File: config.mk
export PLATFORM = sky130hd
export DESIGN_NAME = alu_mul
export DESIGN_NICKNAME = d
export VERILOG_FILES = /design/src/rtl/alu_mul.sv
export SDC_FILE = /design/constraint.sdc
export NUM_CORES = 1
export LEC_CHECK = 0
export CELL_PAD_IN_SITES_DETAIL_PLACEMENT = 1
export CELL_PAD_IN_SITES_GLOBAL_PLACEMENT = 2
export CORE_MARGIN = 2
export CORE_UTILIZATION = 37
export CTS_BUF_LIST = sky130_fd_sc_hd__clkbuf_8 sky130_fd_sc_hd__clkbuf_16
export CTS_CLUSTER_DIAMETER = 120
export CTS_CLUSTER_SIZE = 40
export DETAILED_ROUTE_END_ITERATION = 6
export PLACE_DENSITY_LB_ADDON = 0.1
export REMOVE_ABC_BUFFERS = 1
export SYNTH_ARGS = -nofsm -noshare
export SYNTH_HDL_FRONTEND = slang
export SYNTH_SLANG_ARGS = --single-unit
File: constraint.sdc
create_clock -name clk -period 3.65 [get_ports clk]
set_input_delay 0.9125 -clock clk [delete_from_list [all_inputs] [get_ports clk]]
set_output_delay 0.9125 -clock clk [all_outputs]
set_load 0.02 [all_outputs]
File: src/rtl/alu_mul.sv
// Sequential shift-and-add unsigned multiplier: data_wl CALC cycles, then the
// product is presented as two words (low half, then high half).
module alu_mul #(
    parameter int data_wl = 16
) (
    input  logic               clk,
    input  logic               a_reset,
    input  logic [data_wl-1:0] a_in,
    input  logic [data_wl-1:0] b_in,
    input  logic               ld,
    output logic [data_wl-1:0] p_out,
    output logic               valid,
    output logic               busy,
    output logic               z_flag,
    output logic               ovr_flag
);

    localparam int CW = $clog2(data_wl + 1);

    typedef enum logic [3:0] {
        IDLE = 4'b0001,
        CALC = 4'b0010,
        OUTL = 4'b0100,
        OUTH = 4'b1000
    } state_t;

    state_t                 state_q, state_d;
    logic [data_wl-1:0]     mcand_q, mcand_d;
    logic [2*data_wl-1:0]   prod_q, prod_d;
    logic                   carry_q, carry_d;
    logic [CW-1:0]          cnt_q, cnt_d;
    logic [data_wl:0]       sum;

    always_ff @(posedge clk or posedge a_reset) begin
        if (a_reset) begin
            state_q <= IDLE;
            mcand_q <= '0;
            prod_q  <= '0;
            carry_q <= 1'b0;
            cnt_q   <= '0;
        end else begin
            state_q <= state_d;
            mcand_q <= mcand_d;
            prod_q  <= prod_d;
            carry_q <= carry_d;
            cnt_q   <= cnt_d;
        end
    end

    // Multiplier bits live in the low half and shift out as the partial
    // product shifts in from the top, so one register holds both.
    always_comb begin
        state_d = state_q;
        mcand_d = mcand_q;
        prod_d  = prod_q;
        carry_d = carry_q;
        cnt_d   = cnt_q;
        sum     = {carry_q, prod_q[2*data_wl-1:data_wl]};
        if (prod_q[0])
            sum = {1'b0, prod_q[2*data_wl-1:data_wl]} + {1'b0, mcand_q};

        case (state_q)
            IDLE: begin
                if (ld) begin
                    mcand_d = a_in;
                    prod_d  = {{data_wl{1'b0}}, b_in};
                    carry_d = 1'b0;
                    cnt_d   = CW'(data_wl);
                    state_d = CALC;
                end
            end
            CALC: begin
                prod_d  = {sum, prod_q[data_wl-1:1]};
                carry_d = 1'b0;
                cnt_d   = cnt_q - CW'(1);
                if (cnt_q == CW'(1))
                    state_d = OUTL;
            end
            OUTL:    state_d = OUTH;
            OUTH:    state_d = IDLE;
            default: state_d = IDLE;
        endcase
    end

    always_comb begin
        p_out    = '0;
        valid    = 1'b0;
        z_flag   = 1'b0;
        ovr_flag = 1'b0;
        busy     = (state_q != IDLE);
        case (state_q)
            OUTL: begin
                p_out    = prod_q[data_wl-1:0];
                valid    = 1'b1;
                z_flag   = (prod_q == '0);
                ovr_flag = |prod_q[2*data_wl-1:data_wl];
            end
            OUTH: begin
                p_out    = prod_q[2*data_wl-1:data_wl];
                valid    = 1'b1;
                z_flag   = (prod_q == '0);
                ovr_flag = |prod_q[2*data_wl-1:data_wl];
            end
            default: ;
        endcase
    end

endmodule

==> summary.txt <==
Floorplanning
  – Num rows: 35
  – Die width: 102 um
  – Die height: 102 um
  – Full die area: 0.0104 mm^2
  – Top Ports: 55
  – Initial core utilization: 38.1%
  – Core area: 0.00928 mm^2

Power
  – Sw power: 1.70 mW
  – Combinational Power Share: 49.6%
  – Clock share of power: 16.8%
  – Switching share of power: 44.0%
  – Internal: 2.16 mW
  – Peak supply drop: 0.371 mV
  – Static leakage: 1.94 nW
  – Power Dens Cells: 872 mW/mm^2
  – Sequential fraction of design power: 33.6%

Finish
  – Fillers: 1064
  – Register area: 0.00143 mm^2
  – Multi-input logic area: 0.00198 mm^2
  – Area Growth Syn to Fin: 25.0%
  – N_diodes: 0
  – Commonest non-fill, non-tap cells in the layout: 56 x dfrtp_1, 54 x clkdlybuf4s50_1, 42 x o21ai_0
  – Layout cells sized above 1: 15.1%
  – Commonest non-fill, non-tap cell in the layout: dfrtp_1
  – Fin nets: 466

CTS
  – Worst skew pair latency: 330 ps
  – H-tree levels: 3
  – Clk slew on worst S/H paths: 60 ps
  – Hold Buf Count CTS: 0
  – Clock sinks: 57
  – Clock buffer depth: 2
  – TritonCTS clock tree: built
  – Root Driver: clkbuf_8
  – CTS Buf Count: 9
  – Setup bufs post-CTS: 0
  – Resize count post-CTS: 0

Route
  – Met3 routed WL: 274 um
  – Routed WL: 10.1 mm
  – Iteration-0 DRC count of the detailed router: 81
  – Antenna Nets Post-Route: 0
  – Via-to-Cell Ratio: 5.44
  – Wire per inst: 18.4 um
  – Metal2 WL: 4.84 mm
  – WL met1: 4.86 mm
  – DRC viols: 0
  – DR pass1 iterations: 4
  – Vias: 2971
  – DR top layer: met4

Setup path
  – Worst EP required: 2740 ps
  – Critical path class: reg2out
  – R2R depth: 6
  – Reg2reg end: prod_q[29]$_DFFE_PP0P_
  – Crit path max-delay cell type: clkdlybuf4s50_1
  – Crit path buf inv count: 1
  – Setup slack, reg-to-reg: 1340 ps
  – Worst Setup End Kind: output port
  – Reg2Reg Launch Point: prod_q[23]$_DFFE_PP0P_
  – Critical path's largest stage delay: 640 ps
  – Crit path launch type: register
  – Delay-heaviest family, CP: simple AND/OR/NAND/NOR gates
  – CP Cell Sequence: nor4_1 -> and4_1 -> nor3b_1 -> clkdlybuf4s50_1
  – CP Data Arrival Time: 2300 ps
  – CP Max Fanout: 5

GRT
  – Largest net degree at the start of global routing: 51
  – First-pass GRT wire length: 16.6 mm
  – Initial antenna violation count: 0
  – Grt total ovfl: 0
  – Vias in the first global route: 3164
  – GRT Overall Usage: 20.8%

Hold path
  – Hold worst-path end: mcand_q[8]$_DFFE_PP0P_
  – Hold Crit Start: mcand_q[8]$_DFFE_PP0P_
  – Hold Crit Depth: 1
  – Hold crit path type: reg2reg

Placement
  – Dpl ws: 746 ps
  – GPL Wtd Cong: 0.795
  – Detailed Place HPWL: 7.43 mm
  – Port Buffers: 54

Synth
  – Mean Syn Cell Area: 9.84 um^2
  – Main synth FF type: dfrtp_1
  – Post-synth cell types: 46
  – Post-synthesis cell count: 360
  – Cell Area, Synth: 0.00354 mm^2
  – Post-synth ARST share: 100%
  – Synth Register Bits: 57
  – Synthesis Warnings: 0
  – Seq/Total Area, Yosys: 40.3%
  – Number of flops mapped to enable cells by yosys: 0

Timing
  – Slew margin rel.: 36.6%
  – Final Hold Fails: 0
  – Clock skew: 8.67 ps
  – Period utilization: 88.1%
  – Worst-Margin Slew: 951 ps
  – Setup tns final: 0 ps
  – Maximum clock frequency: 311 MHz
  – Setup violators final: 0
  – Max-slew violation count: 0
  – Final min period: 3220 ps
  – Fin worst setup slack: 434 ps
  – RSZ-0062 raised after global routing: false

Outcome
  – Status: finished, final reports clean

Run
  – Max_cap viols: 0
-- cell usage after synthesis, drive strengths merged (2+ instances only) --
| master | n | share of area (%) |
|---|---|---|
| a311oi | 2 | 0.49 |
| nor4b | 5 | 2.4 |
| ha | 18 | 6.4 |
| nor4 | 8 | 1.4 |
| nand4 | 5 | 0.88 |
| inv | 12 | 1.3 |
| mux2 | 16 | 5.1 |
| clkbuf | 9 | 0.95 |
| o31a | 2 | 0.49 |
| nand2b | 3 | 0.53 |
| xnor2 | 9 | 2.2 |
| nand2 | 33 | 3.5 |
| buf | 11 | 1.7 |
| nor2 | 12 | 1.3 |
| nand3 | 10 | 1.4 |
| a22o | 16 | 4.5 |
| o21ai | 42 | 5.9 |
| mux2i | 19 | 5.4 |
| a31oi | 8 | 1.4 |
| and2 | 3 | 0.53 |
| dfrtp | 56 | 40 |
| o211ai | 3 | 0.78 |
| o21bai | 4 | 0.85 |
| xor2 | 6 | 1.5 |
| a21oi | 22 | 3.1 |
| and3 | 8 | 1.4 |
| a21o | 4 | 0.85 |
-- per-layer routing --
| layer | global-route usage (%) | vias up |
|---|---|---|
| met3 | 2.67 | 6 |
| met5 | 0 | - |
| met4 | 5.95 | 0 |
| met2 | 35.2 | 44 |
| met1 | 28.0 | 1482 |
| li1 | - | 1439 |
-- per-stage QoR --
stage / utilization, % / power, mW / instance area, um^2 / hold slack (ps) / cells
4_1_cts: 47.7 / 3.89 / 4430 / 520 / 546
5_1_grt: 47.7 / 4.21 / 4430 / 538 / 546
3_3_place_gp: 45.4 / 3.18 / 4220 / 498 / 530
3_5_place_dp: 45.4 / 3.23 / 4220 / 501 / 530
2_1_floorplan: - / 2.61 / 3450 / 486 / 340
6_report: 47.7 / 3.86 / 4430 / 515 / 546
-- cells by family after synthesis --
kind of cell             Yosys count  share of synthesized area (%)
AO/OA/AOI/OAI                    110                           20.1
XOR/XNOR                          15                           3.71
adder cells (fa/ha/maj)           19                           6.93
buffers and inverters             32                           3.96
flip-flops                        57                           40.3
multiplexers                      35                           10.5
AND/OR/NAND/NOR                   92                           14.5
-- registers in the layout (all words and copies together), names as in the netlist --
| register | cells |
|---|---|
| mcand_q | 16 |
| state_q | 4 |
| prod_q | 32 |
| cnt_q | 5 |
-- power groups by stage --
stage               logic [mW]  registers [mW]  clock network (mW)
finish                    1.91            1.30               0.648
global route              2.18            1.34               0.691
CTS                       1.94            1.29               0.663
detailed placement        1.93            1.30                   0
global placement          1.88            1.30                   0
floorplan                 1.45            1.16                   0
-- how the worst max path moves through the flow --
| stage | startpoint | to | cells after the start |
|---|---|---|---|
| floorplan | state_q[1]$_DFFE_PP0P_ | z_flag | 3 |
| global placement | prod_q[29]$_DFFE_PP0P_ | z_flag | 4 |
| detailed placement | prod_q[29]$_DFFE_PP0P_ | z_flag | 4 |
| CTS | prod_q[29]$_DFFE_PP0P_ | z_flag | 4 |
| global route | prod_q[26]$_DFFE_PP0P_ | z_flag | 4 |
| finish | prod_q[25]$_DFFE_PP0P_ | z_flag | 4 |
-- cell type report --
type | count | area share [%]
Inverter | 12 | 1.02
Clock buffer | 9 | 2.80
Sequential cell | 57 | 32.3
Timing Repair Buffer | 61 | 13.7
Clock inverter | 7 | 1.95
Tap cell | 129 | 3.65
Multi-Input combinational cell | 271 | 44.6
(Power assumes the default switching activity.)
